### src/rtl/lsu_pkg.sv
// Shared types and constants for the load/store unit.
package lsu_pkg;

  // RV32I load/store funct3 encodings
  typedef enum logic [2:0] {
    F3_B  = 3'b000,
    F3_H  = 3'b001,
    F3_W  = 3'b010,
    F3_BU = 3'b100,
    F3_HU = 3'b101
  } funct3_e;

  typedef enum logic [1:0] {
    IDLE = 2'd0,
    REQ  = 2'd1,
    WAIT = 2'd2,
    RESP = 2'd3
  } lsu_state_t;

  // Base byte-enable patterns, shifted into place by the byte offset
  localparam logic [3:0] BE_BYTE = 4'b0001;
  localparam logic [3:0] BE_HALF = 4'b0011;
  localparam logic [3:0] BE_WORD = 4'b1111;

  // Stores only have B/H/W; loads add the unsigned BU/HU variants
  function automatic logic f3_legal(input logic we, input logic [2:0] f3);
    case (f3)
      F3_B, F3_H, F3_W: f3_legal = 1'b1;
      F3_BU, F3_HU:     f3_legal = !we;
      default:          f3_legal = 1'b0;
    endcase
  endfunction

  function automatic logic is_half(input logic [2:0] f3);
    is_half = (f3[1:0] == 2'b01);
  endfunction

  function automatic logic is_word(input logic [2:0] f3);
    is_word = (f3 == F3_W);
  endfunction

endpackage

### src/rtl/lsu_load_align.sv
// Load data alignment: selects the addressed byte/half from the read word
// and sign- or zero-extends it to 32 bits. Purely combinational.
module lsu_load_align
  import lsu_pkg::*;
(
  input  logic [31:0] rdata,
  input  logic [1:0]  offset,
  input  logic [2:0]  funct3,
  output logic [31:0] data
);

  logic [15:0] low;

  // Shift the addressed lane down to bit 0, then extend by access type
  always_comb begin
    low  = 16'(rdata >> {offset, 3'b000});
    data = '0;
    case (funct3)
      F3_B:    data = {{24{low[7]}}, low[7:0]};
      F3_BU:   data = {24'b0, low[7:0]};
      F3_H:    data = {{16{low[15]}}, low};
      F3_HU:   data = {16'b0, low};
      F3_W:    data = rdata;
      default: data = '0;
    endcase
  end

endmodule

### src/rtl/load_store_unit.sv
// Memory stage: runs one byte/half/word access on a req/gnt/rvalid data
// port and returns a single-cycle completion pulse to writeback.
// Build option LSU_MISALIGN_TRAP_EN: misaligned half/word accesses raise
// resp_err instead of being silently aligned down.
module load_store_unit
  import lsu_pkg::*;
#(
  parameter int ADDR_WIDTH = 32,
  parameter int DATA_WIDTH = 32
) (
  input  logic                  clk,
  input  logic                  rst_n,
  input  logic                  req_valid,
  output logic                  req_ready,
  input  logic                  req_we,
  input  logic [2:0]            req_funct3,
  input  logic [ADDR_WIDTH-1:0] req_addr,
  input  logic [DATA_WIDTH-1:0] req_wdata,
  output logic                  resp_valid,
  output logic [DATA_WIDTH-1:0] resp_rdata,
  output logic                  resp_err,
  output logic                  mem_req,
  output logic                  mem_we,
  output logic [ADDR_WIDTH-1:0] mem_addr,
  output logic [3:0]            mem_be,
  output logic [DATA_WIDTH-1:0] mem_wdata,
  input  logic                  mem_gnt,
  input  logic                  mem_rvalid,
  input  logic [DATA_WIDTH-1:0] mem_rdata
);

  lsu_state_t            state_q, state_d;
  logic                  we_q, we_d;
  logic [2:0]            funct3_q, funct3_d;
  logic [ADDR_WIDTH-1:0] addr_q, addr_d, acc_addr;
  logic [DATA_WIDTH-1:0] wdata_q, wdata_d;
  logic [DATA_WIDTH-1:0] rdata_q, rdata_d, load_data;
  logic                  err_q, err_d, acc_err;

  // Classify the incoming request: legality and alignment handling
  always_comb begin
    acc_addr = req_addr;
    acc_err  = !f3_legal(req_we, req_funct3);
`ifdef LSU_MISALIGN_TRAP_EN
    if (is_half(req_funct3) && req_addr[0])            acc_err = 1'b1;
    if (is_word(req_funct3) && req_addr[1:0] != 2'b00) acc_err = 1'b1;
`else
    if (is_half(req_funct3)) acc_addr[0]   = 1'b0;
    if (is_word(req_funct3)) acc_addr[1:0] = 2'b00;
`endif
  end

  lsu_load_align u_load_align (
    .rdata  (mem_rdata),
    .offset (addr_q[1:0]),
    .funct3 (funct3_q),
    .data   (load_data)
  );

  // Next-state and capture logic for the single-outstanding access FSM
  always_comb begin
    // NOTE: every signal gets a default first, so no path through the case leaves one unassigned and no latch is inferred.
    state_d  = state_q;
    we_d     = we_q;
    funct3_d = funct3_q;
    addr_d   = addr_q;
    wdata_d  = wdata_q;
    rdata_d  = rdata_q;
    err_d    = err_q;
    unique case (state_q)
      IDLE: begin
        if (req_valid) begin
          we_d     = req_we;
          funct3_d = req_funct3;
          addr_d   = acc_addr;
          wdata_d  = req_wdata;
          rdata_d  = '0;
          err_d    = acc_err;
          state_d  = acc_err ? RESP : REQ;
        end
      end
      REQ: begin
        if (mem_gnt) state_d = we_q ? RESP : WAIT;
      end
      WAIT: begin
        if (mem_rvalid) begin
          rdata_d = load_data;
          state_d = RESP;
        end
      end
      RESP:    state_d = IDLE;
      default: state_d = IDLE;
    endcase
  end

  // State and captured request fields
  always_ff @(posedge clk or negedge rst_n) begin
    // NOTE: the asynchronous reset clears every captured field, so no stale request leaks out after an abandoned access.
    if (!rst_n) begin
      state_q  <= IDLE;
      we_q     <= 1'b0;
      funct3_q <= '0;
      addr_q   <= '0;
      wdata_q  <= '0;
      rdata_q  <= '0;
      err_q    <= 1'b0;
    end else begin
      // NOTE: non-blocking assignments so every flop samples pre-edge values regardless of statement order.
      state_q  <= state_d;
      we_q     <= we_d;
      funct3_q <= funct3_d;
      addr_q   <= addr_d;
      wdata_q  <= wdata_d;
      rdata_q  <= rdata_d;
      err_q    <= err_d;
    end
  end

  // Memory port: word address, lane enables and lane-replicated store data
  always_comb begin
    mem_req   = (state_q == REQ);
    mem_we    = mem_req & we_q;
    mem_addr  = '0;
    mem_be    = '0;
    mem_wdata = '0;
    if (state_q == REQ) begin
      mem_addr = {addr_q[ADDR_WIDTH-1:2], 2'b00};
      if (!we_q) begin
        mem_be = BE_WORD;
      end else begin
        case (funct3_q)
          F3_B: begin
            mem_be    = BE_BYTE << addr_q[1:0];
            mem_wdata = {4{wdata_q[7:0]}};
          end
          F3_H: begin
            mem_be    = BE_HALF << {addr_q[1], 1'b0};
            mem_wdata = {2{wdata_q[15:0]}};
          end
          default: begin
            mem_be    = BE_WORD;
            mem_wdata = wdata_q;
          end
        endcase
      end
    end
  end

  assign req_ready  = (state_q == IDLE);
  assign resp_valid = (state_q == RESP);
  assign resp_err   = resp_valid & err_q;
  assign resp_rdata = resp_valid ? rdata_q : '0;

endmodule

### config.mk
export PLATFORM = sky130hd
export DESIGN_NAME = load_store_unit
export DESIGN_NICKNAME = d
export VERILOG_FILES = /design/src/rtl/lsu_pkg.sv /design/src/rtl/lsu_load_align.sv /design/src/rtl/load_store_unit.sv
export SDC_FILE = /design/constraint.sdc
export NUM_CORES = 1
export LEC_CHECK = 0
export CORE_ASPECT_RATIO = 1.75
export CORE_MARGIN = 10
export CORE_UTILIZATION = 25
export CTS_BUF_LIST = sky130_fd_sc_hd__clkbuf_8
export DETAILED_ROUTE_END_ITERATION = 16
export GPL_TIMING_DRIVEN = 1
export PLACE_DENSITY = 0.52
export SYNTH_ARGS = -nofsm -noshare
export SYNTH_HDL_FRONTEND = slang
export SYNTH_SLANG_ARGS = --single-unit
export TNS_END_PERCENT = 5
### constraint.sdc
create_clock -name clk -period 4.2 [get_ports clk]
set_clock_uncertainty 0.15 [all_clocks]
set_input_delay 0.42 -clock clk [delete_from_list [all_inputs] [get_ports clk]]
set_output_delay 0.42 -clock clk [all_outputs]
set_load 0.01 [all_outputs]
# [Yosys cells after proc, flatten, opt, wreduce, memory -nomap -nowiden]
# Index checks and enable logic that the tools add are counted.
[op_classes] eq_ne=15 n_shift=3 mux=21 bitwise=2 reduce_logical=11
[ops] cell="32-bit two-way mux" count=6
[ops] cell="32-bit one-hot mux with 5 select lines" count=1
[ops] cell="32-bit one-hot mux with 2 select lines" count=2
[ops] cell="32-bit by 5-bit right shift with 16-bit output" count=1
[ops] cell="3-bit equality test, second input constant" count=4
[ops] cell="2-bit two-way mux" count=5
[ops] cell="4-bit two-way mux" count=2
[ops] cell="2-bit one-hot mux with 4 select lines" count=1
[ops] cell="4-bit one-hot mux with 2 select lines" count=1
[ops] cell="3-bit by 1-bit equality test with 1-bit output, second input constant" count=2
[ops] cell="3-bit by 2-bit equality test with 1-bit output, second input constant" count=2
[ops] cell="3-bit logical NOT" count=2
[ops] cell="3-bit AND reduction" count=2
[ops] cell="2-bit by 1-bit equality test with 1-bit output, second input constant" count=2
[ops] cell="2-bit equality test, second input constant" count=2
[ops] cell="2-bit inequality test, second input constant" count=2
[ops] cell="1-bit by 2-bit << shifter with 4-bit output, first input constant" count=1
[ops] cell="2-bit by 2-bit << shifter with 4-bit output, first input constant" count=1
[ops] cell="3-bit OR reduction" count=1
[ops] cell="1-bit bitwise AND" count=2
[ops] cell="1-bit logical NOT" count=2
[ops] cell="2-bit logical NOT" count=1
[ops] cell="1-bit two-way mux" count=2
[ops] cell="2-bit by 1-bit inequality test with 1-bit output, second input constant" count=1
[ops] cell="other kinds (4)" count=4
[totals] reg_bits=103 inputBits=105 out_inout_bits=105 wordCells=59

# [Longest topological paths before layout]
# Gate-level depths: netlist (run 1).
[depth] depth_word=6 mapped_depth=9 mapped_depth_nobuf=6

# [Hierarchy]
# From an unflattened synthesis (run 1), not the netlist that was laid out.
[unflattened] hier_cells=552 area_unflattened_um2=5739.3
[by_module_without_submodules] mod="load_store_unit" n_inst=1 cells_each=424 area_per_inst_um2=4914.7 seq_area_each_um2=2577.5
[by_module_without_submodules] mod="lsu_load_align" n_inst=1 cells_each=128 area_per_inst_um2=824.5 seq_area_each_um2=0.0

# [Worst setup path after synthesis (run 1)]
# No wires, ideal clock.
[synth_path] path_kind="register -> register" start="reg state_q[0]" end="reg rdata_q[0]" setup_ps=126 arrival_time_ps=1827 required_time_ps=3924 slack_ps=2097 path_stages_with_launch=8 n_path_buf=2 synth_period_minus_slack_ps=2103 path_cell_list="dfrtp_1 -> inv_1 -> ha_1 -> buf_2 -> nor2b_4 -> or3_1 -> buf_2 -> a221o_1"
[synth_via] elab_chain_cells=3 word_cells_on_any_way=7 cone_classes="3 x eq/ne; 1 x mux; 3 x reduce/logical"
[synth_lines] element="start: declaration" line="load_store_unit.sv:32" source="lsu_state_t state_q, state_d;"
[synth_lines] element="start signal: assignment" line="load_store_unit.sv:109" source="state_q <= state_d;"
[synth_lines] element="2-bit logical NOT *"
[synth_lines] element="via req_ready" line="load_store_unit.sv:14" source="output logic req_ready,"
[synth_lines] element="2-bit inequality test (no source line) or 2-bit nonzero test (tied branches)"
[synth_lines] element="3-bit AND reduction (no source line)"
[synth_lines] element="end signal: assignment" line="load_store_unit.sv:114" source="rdata_q <= rdata_d;"
[synth_lines] element="end: declaration" line="load_store_unit.sv:37" source="logic [DATA_WIDTH-1:0] rdata_q, rdata_d, load_data;"
# The timed path passes the listed nets; every way through them passes the cells marked *.
# A chain may end at the register's enable or synchronous reset.

# [Final worst setup path (run 1)]
[layout_path] start="reg funct3_q[1]" end="out mem_wdata[31]"
[layout_via] elab_chain_cells=4 word_cells_on_any_way=5 cone_classes="1 x eq/ne; 3 x mux; 1 x reduce/logical"
[layout_lines] element="start: declaration" line="load_store_unit.sv:34" source="logic [2:0] funct3_q, funct3_d;"
[layout_lines] element="start signal: assignment" line="load_store_unit.sv:111" source="funct3_q <= funct3_d;"
[layout_lines] element="3-bit by 1-bit equality test with 1-bit output or 3-bit logical NOT (tied branches)" line="load_store_unit.sv:131" source="case (funct3_q)"
[layout_lines] element="32-bit one-hot mux with 2 select lines *" line="load_store_unit.sv:131"
[layout_lines] element="32-bit two-way mux *" line="load_store_unit.sv:128" source="if (!we_q) begin"
[layout_lines] element="32-bit two-way mux *" line="load_store_unit.sv:126" source="if (state_q == REQ) begin"
[layout_lines] element="end: declaration" line="load_store_unit.sv:26" source="output logic [DATA_WIDTH-1:0] mem_wdata,"
# Mark *: on every way between the ends. The rest lies on a longest branch, timed or not.

==> results of run 1 <==
==> how the worst min path moves through the flow <==
stage / startpoint / endpoint / slack (ps) / depth (start not counted)
floorplan: rst_n / addr_q[0] / -30 / 0
global placement: rst_n / rdata_q[10] / 310 / 1
detailed placement: rst_n / wdata_q[24] / 300 / 1
CTS: err_q / err_q / 340 / 2
global route: addr_q[0] / addr_q[0] / 370 / 2
finish: err_q / err_q / 330 / 2
==> cell type report <==
class                           instances  area [um^2]
Fill cell                            2361        14850
Multi-Input combinational cell        362         2962
Sequential cell                       103         2577
Timing Repair Buffer                  219         2162
Tap cell                              304        380.4
Clock buffer                           12        165.2
Inverter                               23        86.33
Clock inverter                          4        52.55
Antenna cell                            2        5.005
==> cell usage in the layout, fill, tap and decap left out, types with 8 or more instances in the layout <==
cell type,n
sky130_fd_sc_hd__inv_1,23
sky130_fd_sc_hd__a211oi_1,8
sky130_fd_sc_hd__dfrtp_1,103
sky130_fd_sc_hd__clkbuf_8,12
sky130_fd_sc_hd__o221ai_1,14
sky130_fd_sc_hd__mux2i_1,18
sky130_fd_sc_hd__nand2_1,35
sky130_fd_sc_hd__mux4_2,9
sky130_fd_sc_hd__mux2_2,67
sky130_fd_sc_hd__o31ai_1,11
sky130_fd_sc_hd__a22oi_1,8
sky130_fd_sc_hd__nor2_1,10
sky130_fd_sc_hd__a2bb2oi_1,8
sky130_fd_sc_hd__nand4_1,16
sky130_fd_sc_hd__and3_1,8
sky130_fd_sc_hd__buf_4,12
sky130_fd_sc_hd__and2_1,64
sky130_fd_sc_hd__a221o_1,8
sky130_fd_sc_hd__a21oi_1,18
sky130_fd_sc_hd__clkdlybuf4s50_1,206
sky130_fd_sc_hd__and4_1,8
sky130_fd_sc_hd__o221ai_2,10
==> stage by stage <==
stage               hold WS (ps)  instances  utilization  setup slack (ps)
global route               372.0       1029       0.3610             590.3
detailed placement         304.8       1010       0.3510              1219
floorplan                 -25.59        539            -              2097
finish                     332.7       1029       0.3610             799.3
CTS                        337.6       1027       0.3608             737.4
global placement           307.0       1010       0.3510              1244
==> power groups by stage <==
stage                     logic [W]  clock network [W]  registers (W)
final                       0.00285           0.000706        0.00187
after global placement      0.00285                  0        0.00187
after global routing        0.00311           0.000766        0.00194
after CTS                   0.00290           0.000732        0.00187
after floorplan             0.00191                  0        0.00169
after detailed placement    0.00288                  0        0.00189
==> cells by family (layout without fill, tap and decap cells) <==
group           count (synthesis)  after routing
simple gates                  164            164
flops                         103            103
compound gates                 97             97
mux                            95             95
buf+inv                        74            258
fa+ha+maj                       4              4
other cells                     1              4
==> layer usage <==
metal  track usage  up-vias
li1              -     2304
met1        0.1540     2545
met2        0.2668      168
met3       0.03864       30
met4       0.06590        0
met5             0        -
==> what timing repair did <==
action / 4_1_cts / 5_1_grt
hold buffers: 1 / 0
endpoints found under the setup margin: 0 / 0
hold endpoints to repair: 38 / 0
==> cell usage after synthesis (4+ instances only) <==
library cell / number
sky130_fd_sc_hd__a211oi_1: 8
sky130_fd_sc_hd__a21oi_1: 18
sky130_fd_sc_hd__a221o_1: 8
sky130_fd_sc_hd__a22oi_1: 8
sky130_fd_sc_hd__a2bb2oi_1: 8
sky130_fd_sc_hd__a31oi_1: 4
sky130_fd_sc_hd__and2_1: 64
sky130_fd_sc_hd__and3_1: 8
sky130_fd_sc_hd__and4_1: 8
sky130_fd_sc_hd__buf_1: 4
sky130_fd_sc_hd__buf_2: 24
sky130_fd_sc_hd__clkbuf_1: 17
sky130_fd_sc_hd__dfrtp_1: 103
sky130_fd_sc_hd__ha_1: 4
sky130_fd_sc_hd__inv_1: 23
sky130_fd_sc_hd__mux2_2: 67
sky130_fd_sc_hd__mux2i_1: 18
sky130_fd_sc_hd__mux4_2: 9
sky130_fd_sc_hd__nand2_1: 36
sky130_fd_sc_hd__nand3_1: 4
sky130_fd_sc_hd__nand4_1: 16
sky130_fd_sc_hd__nor2_1: 11
sky130_fd_sc_hd__o21ai_0: 4
sky130_fd_sc_hd__o221ai_1: 14
sky130_fd_sc_hd__o221ai_2: 10
sky130_fd_sc_hd__o31ai_1: 11
==> sequential cells by signal, indices dropped and copies added, names as in the netlist <==
register / count
addr_q: 32
err_q: 1
funct3_q: 3
rdata_q: 32
state_q: 2
wdata_q: 32
we_q: 1
==> worst min-delay path: cells and delay by family (launching register included) <==
kind	cells	cell delay (ps)
DFF	1	350
and+or+nand+nor	1	50
AOI/OAI and AO/OA	1	50
==> out/results.tsv, run 1 <==
metric	value	unit
top layer reached by signal wires	met4	
final hold violations	0	
simple logic cell fraction of the synthesized area	0.1625	
Nets	827	
Avg Cell Area, Syn	10.90	um^2
cell area power density	646.5	mW/mm^2
fraction of layout instances using a drive strength above 1	0.1701	
fraction of power consumed by the clock network	0.130	
count of cell instances traversed by the critical path	5	
via count of the first global-routing pass	5508	
Worst Path Arrival	2830	ps
WL/cell	21.78	um
number of standard-cell rows in the floorplan	74	
Resized Gates After CTS	0	
Fmax	294.1	MHz
primary flip-flop cell chosen by synthesis mapping	sky130_fd_sc_hd__dfrtp_1	
type of the setup path with the least slack	reg -> out	
Setup Viol. Count Final	0	
most area-consuming cells after synthesis	sky130_fd_sc_hd__dfrtp_1 (44%), sky130_fd_sc_hd__mux2_2 (13%), sky130_fd_sc_hd__and2_1 (6.8%)	
share of cell area taken by muxes after synthesis	0.1958	
grt ovf	0	
DRC violation count after routing	0	
maximum cell stage delay along the critical path	730	ps
antenna viol nets, final	0	
CTS buffer count	9	
core area	0.02324	mm^2
area of the die	0.03024	mm^2
share of the synthesized area in the top cell type	0.4393	
Power Total	0.005425	W
CP Capture Point	mem_wdata[31]	
post-synthesis cell count	538	
unrepaired setup endpoints after global routing	no	
H-tree depth reported by CTS	3	
summed instance area of the synthesized netlist	0.005867	mm^2
number of synthesized flops with an enable pin	0	
Post-DP Area	0.008158	mm^2
leak pwr	3.367	nW
maxcap violations	0	
logic gate share of total power	0.526	
wire length on met1	8.136	mm
number of I/O port buffers	207	
Final period util	0.8097	
internal power	0.003225	W
status	completed	
CTS tree	done	
count of distinct cell types in the synthesized netlist	42	
drt first-iter violations	429	
first-pass GRT wire length	34.10	mm
setup_tns	0	ps
kind of end point of the critical path	output port	
CP required	3630	ps
class of the most critical hold timing path	reg -> reg	
startpoint of the most critical setup path	funct3_q[1]	
Net Sw Power	0.002200	W
largest net degree at the start of global routing	71	
Yosys reg bits	103	
combined buffer and inverter count along the critical path	2	
slack of the worst reg-to-reg path	1400	ps
count of TritonRoute iterations in the first routing pass	4	
Vias per Instance	4.905	
starting density of the core	0.2524	
sequential fraction of the synthesis area	0.4393	
routed wire length	22.41	mm
slew at the pin closest to its max-slew limit	1051	ps
area share of fa/ha/maj cells after synthesis	0.008531	
relative slew slack	0.2978	
startpoint of the worst-slack reg-to-reg timing path	funct3_q[1]	
root buffer selected by CTS	sky130_fd_sc_hd__clkbuf_8	
Max VDD drop	0.2455	mV
post-layout instance area	0.008391	mm^2
switch share	0.4056	
total length of routed met2 wires	12.40	mm
largest delay contributor family on the critical path	buffers and inverters	
met3 wire length	1.277	mm
complex-gate fraction of the synthesized area	0.1350	
cell taking the most area after synthesis	sky130_fd_sc_hd__dfrtp_1	
relative contribution of sequential cells to total power	0.344	
share of flip-flops with an asynchronous set or reset after synthesis	1.000	
cell with the largest stage delay on the worst path	sky130_fd_sc_hd__nor2_2	
total via count in the routed design	5047	
relative area change from synthesis to final layout	43.02	%
die span in y	222.7	um
crit path max fanout	19	
xor/xnor share of the synthesized area	0	
worst reg2reg path endpoint	rdata_q[16]	
clock-pin slew reported for the worst setup and hold paths after clock tree synthesis	110	ps
chain of cells forming the critical path	nor2_2 > buf_4 > nor2_1 > a211oi_1 > clkdlybuf4s50_1	
fin. max-slew vios	0	
yosys synthesis warning count	0	
cell count of the worst reg-to-reg path	3	
combinational family with the most area after synthesis	multiplexers	
startpoint type of the worst setup path	register	
routability congestion estimate	0.8664	
global-route usage over all layers	0.1477	
maximum number of buffers from clock root to sink	2	
number of placed I/O pins	210	
clock net sink count	103	
final HPWL from detailed placement	17.14	mm
clock latency reported for the late side of the worst-skew pair	410	ps
overall die width	135.8	um
antenna violations before repair	2	
buffer count from post-CTS setup fixing	0	
min Tclk post-route	3401	ps
No activity file was read; power rests on OpenSTA's default activity.
==> run 2: changes to the inputs <==
clock period = 3.6 ns   (was 4.2 ns; I/O delays follow)
==> out/results.tsv, run 2 (synthesized netlist as in run 1, its figures left out) <==
metric	value	unit
status	completed	
leak pwr	3.361	nW
CTS buffer count	9	
cell with the largest stage delay on the worst path	sky130_fd_sc_hd__dfrtp_1	
WL/cell	21.82	um
Vias per Instance	4.851	
non-filler instance count after layout	1030	
fin. max-slew vios	0	
class of the most critical hold timing path	in -> async	
via count of the first global-routing pass	5571	
global-route usage over all layers	0.1481	
Power Total	0.006255	W
number of placed I/O pins	210	
number of cells in the design after placement	1013	
starting density of the core	0.2524	
first-pass GRT wire length	33.95	mm
number of I/O port buffers	207	
count of TritonRoute iterations in the first routing pass	4	
Final period util	0.8680	
grt ovf	0	
fraction of layout instances using a drive strength above 1	0.1738	
Worst Path Arrival	2610	ps
H-tree depth reported by CTS	3	
Setup Viol. Count Final	0	
clock-pin slew reported for the worst setup and hold paths after clock tree synthesis	100	ps
worst reg2reg path endpoint	rdata_q[10]	
crit path max fanout	18	
setup_tns	0	ps
Fmax	320.0	MHz
clock latency reported for the late side of the worst-skew pair	400	ps
cell area power density	747.8	mW/mm^2
CP required	3090	ps
cell count of the worst reg-to-reg path	5	
minimum setup slack in the final design	475.1	ps
DRC violation count after routing	0	
root buffer selected by CTS	sky130_fd_sc_hd__clkbuf_8	
Top Registers	addr_q (32), rdata_q (32), wdata_q (32)	
total via count in the routed design	4997	
slew at the pin closest to its max-slew limit	1119	ps
clock net sink count	103	
final hold violations	0	
final HPWL from detailed placement	17.20	mm
Max VDD drop	0.3503	mV
number of hold-repair buffers added at the cts stage	0	
most common cell after layout, fill and taps aside	sky130_fd_sc_hd__clkdlybuf4s50_1	
type of the setup path with the least slack	reg -> out	
chain of cells forming the critical path	or3_1 > nand2_1 > a21oi_1 > clkdlybuf4s50_1	
kind of end point of the critical path	output port	
area of the die	0.03024	mm^2
Nets	829	
buffer count from post-CTS setup fixing	0	
most used cells in the layout excluding fill and tap cells	sky130_fd_sc_hd__clkdlybuf4s50_1 (206), sky130_fd_sc_hd__dfrtp_1 (103), sky130_fd_sc_hd__mux2_2 (67), sky130_fd_sc_hd__and2_1 (64), sky130_fd_sc_hd__nand2_1 (35)	
Resized Gates After CTS	0	
pre-CTS worst setup slack	890.6	ps
slack of the worst reg-to-reg path	1030	ps
CTS tree	done	
routed wire length	22.47	mm
core area	0.02324	mm^2
maxcap violations	0	
antenna viol nets, final	0	
min Tclk post-route	3125	ps
maximum cell stage delay along the critical path	890	ps
routability congestion estimate	0.8305	
drt first-iter violations	407	
startpoint type of the worst setup path	register	
unrepaired setup endpoints after global routing	no	
startpoint of the worst-slack reg-to-reg timing path	state_q[0]	
overall die width	135.8	um
number of standard-cell rows in the floorplan	74	
maximum number of buffers from clock root to sink	2	
die span in y	222.7	um
relative area change from synthesis to final layout	42.59	%
largest net degree at the start of global routing	83	
relative slew slack	0.2541	
Finished Core Util	0.3600	
antenna violations before repair	1	
run 2: cell types whose count changed in the layout (fill, tap and decap cells not counted), sizes merged:
cell         previous run  this run
dlygate4sd3             1         0
bufinv                  1         0
buf                    12        15
clkbuf                 12        11
inv                    23        24
clkinvlp                0         1
diode                   2         1
run 2: final cells by class:
| type | count | area, um^2 |
|---|---|---|
| Timing Repair Buffer | 221 | 2175 |
| Clock buffer | 11 | 151.4 |
| Antenna cell | 1 | 2.502 |
| Sequential cell | 103 | 2577 |
| Tap cell | 304 | 380.4 |
| Multi-Input combinational cell | 362 | 2962 |
| Clock inverter | 5 | 31.28 |
| Fill cell | 2355 | 14870 |
| Inverter | 23 | 86.33 |
run 2: worst max path at each step:
stage,start,endpoint,slack [ps],cells after the start
2_1_floorplan,state_q[0],rdata_q[0],1500,7
3_3_place_gp,funct3_q[0],mem_wdata[14],890,4
3_5_place_dp,funct3_q[0],mem_wdata[14],890,4
4_1_cts,funct3_q[0],mem_wdata[12],420,4
5_1_grt,state_q[1],mem_wdata[27],210,5
6_report,funct3_q[0],mem_wdata[12],480,4
run 2: layer usage:
metal | vias up | routed length, um | global-route usage
li1 | 2312 | - | -
met1 | 2485 | 8189 | 0.1549
met2 | 174 | 12370 | 0.2689
met3 | 26 | 1359 | 0.03999
met4 | 0 | 556 | 0.05962
met5 | - | 0 | 0
run 2: stage by stage:
step / hold slack (ps) / area [um^2]
6_report: 3.344 / 8366
5_1_grt: 93.65 / 8366
4_1_cts: 60.61 / 8363
3_5_place_dp: 332.7 / 8180
3_3_place_gp: 319.2 / 8180
2_1_floorplan: -85.59 / 5871
run 2: critical path: cells and delay by family (launching register included):
family / cells / cell delay, ps
DFF: 1 / 890
AOI/OAI and AO/OA: 1 / 190
and+or+nand+nor: 2 / 540
buffers and inverters: 1 / 600
run 2: report_power, final:
part | switching (W) | internal (W) | leakage (nW)
combinational | 0.00166 | 0.00167 | 1.99
sequential | 0.000482 | 0.00172 | 1.28
clock | 0.000434 | 0.000289 | 0.0955
total | 0.00257 | 0.00368 | 3.36
==> run 3: changes to the inputs <==
CELL_PAD_IN_SITES_DETAIL_PLACEMENT = 1   (was unset)
CELL_PAD_IN_SITES_GLOBAL_PLACEMENT = 1   (was unset)
CORE_ASPECT_RATIO = 0.6   (was 1.75)
PLACE_DENSITY = 0.64   (was 0.52)
==> out/results.tsv, run 3 (synthesized netlist as in run 1, its figures left out) <==
metric	value	unit
grt ovf	0	
core area	0.02308	mm^2
H-tree depth reported by CTS	3	
area of the die	0.03020	mm^2
starting density of the core	0.2542	
violated checks	hold timing	
count of TritonRoute iterations in the first routing pass	5	
Top Registers	addr_q (32), rdata_q (32), wdata_q (32)	
root buffer selected by CTS	sky130_fd_sc_hd__clkbuf_8	
Final period util	0.8621	
drt first-iter violations	294	
maximum cell stage delay along the critical path	600	ps
number of antenna repair diodes	0	
combined buffer and inverter count along the critical path	2	
cell with the largest stage delay on the worst path	sky130_fd_sc_hd__clkdlybuf4s50_1	
number of placed I/O pins	210	
setup_tns	0	ps
Nets	831	
unrepaired setup endpoints after global routing	no	
via count of the first global-routing pass	5492	
CP required	3090	ps
routed wire length	23.40	mm
tightest hold margin	-19.66	ps
non-filler instance count after layout	1042	
number of hold-repair buffers added at the cts stage	0	
antenna violations before repair	0	
chain of cells forming the critical path	nor3_2 > buf_4 > nand2_1 > a21oi_1 > clkdlybuf4s50_1	
Fmax	322.2	MHz
overall die width	217.8	um
final HPWL from detailed placement	17.96	mm
clock-pin slew reported for the worst setup and hold paths after clock tree synthesis	100	ps
slew at the pin closest to its max-slew limit	1033	ps
min Tclk post-route	3104	ps
relative area change from synthesis to final layout	42.63	%
largest delay contributor family on the critical path	buffers and inverters	
maxcap violations	0	
most used cells in the layout excluding fill and tap cells	sky130_fd_sc_hd__clkdlybuf4s50_1 (206), sky130_fd_sc_hd__dfrtp_1 (103), sky130_fd_sc_hd__mux2_2 (67), sky130_fd_sc_hd__and2_1 (64), sky130_fd_sc_hd__nand2_1 (35)	
crit path max fanout	9	
DRC violation count after routing	0	
class of the most critical hold timing path	in -> async	
global-route usage over all layers	0.1524	
type of the setup path with the least slack	reg -> out	
most common cell after layout, fill and taps aside	sky130_fd_sc_hd__clkdlybuf4s50_1	
WL/cell	22.46	um
first-pass GRT wire length	35.67	mm
clock net sink count	103	
kind of end point of the critical path	output port	
die span in y	138.7	um
largest net degree at the start of global routing	74	
Setup Viol. Count Final	0	
maximum number of buffers from clock root to sink	2	
clock latency reported for the late side of the worst-skew pair	390	ps
startpoint type of the worst setup path	register	
routability congestion estimate	0.8152	
relative slew slack	0.3111	
total via count in the routed design	5016	
buffer count from post-CTS setup fixing	0	
fraction of layout instances using a drive strength above 1	0.1706	
fin. max-slew vios	0	
cell area power density	745.2	mW/mm^2
Worst Path Arrival	2590	ps
leak pwr	3.364	nW
final hold violations	14	
Vias per Instance	4.814	
Resized Gates After CTS	0	
status	finished, violations left	
number of I/O port buffers	207	
Max VDD drop	0.2509	mV
CTS tree	done	
number of standard-cell rows in the floorplan	43	
antenna viol nets, final	0	
CTS buffer count	9	
number of cells in the design after placement	1026	
[run 3: changes by cell type in the layout (fill, tap and decap cells not counted), sizes merged]
cell,previous run,this run
inv,24,27
buf,15,17
clkbuf,11,9
clkinv,3,1
clkinvlp,1,2
diode,1,0
[run 3: worst paths after layout]
check	start	endpoint	slack, ps	cells past startpoint
hold reg to reg	addr_q[15]	addr_q[15]	360	1
hold / removal	rst_n	rdata_q[30]	-20	1
min in group clk	addr_q[15]	addr_q[15]	360	1
setup reg to reg	state_q[0]	rdata_q[19]	1030	7
setup / recovery	funct3_q[2]	mem_wdata[9]	500	5
max in group asynchronous	rst_n	wdata_q[19]	2450	2
[run 3: layout make-up]
type                    instances  area [um^2]
fillers                      2540        14710
multi-input cells             362         2962
flip-flops and latches        103         2577
repair buffers                223         2190
well taps                     315        394.1
clock buffers                   9        123.9
inverters                      23        86.33
clock inverters                 7        35.03
[run 3: per-layer routing]
layer  part of all wire  GRT usage  wire (um)  vias to the layer above
met4             0.0088    0.03130        205                        0
met2               0.46     0.2366      10760                      147
met3              0.082    0.05011       1925                       14
met1               0.45     0.2018      10510                     2538
met5                  0          0          0                        -
li1                   -          -          -                     2317
[run 3: report_power, final]
group | internal [W] | leakage, nW | total (W) | switching, W
Sequential | 0.00173 | 1.28 | 0.00218 | 0.000453
Combinational | 0.00168 | 2.00 | 0.00339 | 0.00171
Clock | 0.000242 | 0.0902 | 0.000668 | 0.000426
[run 3: stage by stage]
step / setup slack, ps / area [um^2] / utilization / hold WS (ps) / total power (W)
floorplan: 1497 / 5871 / - / -85.59 / 0.004197
global placement: 1018 / 8209 / 0.3557 / 323.5 / 0.005488
detailed placement: 945.8 / 8209 / 0.3557 / 341.2 / 0.005630
CTS: 479.4 / 8368 / 0.3626 / 8.449 / 0.006330
global route: 289.0 / 8368 / 0.3626 / 29.05 / 0.006730
finish: 496.3 / 8368 / 0.3626 / -19.66 / 0.006236
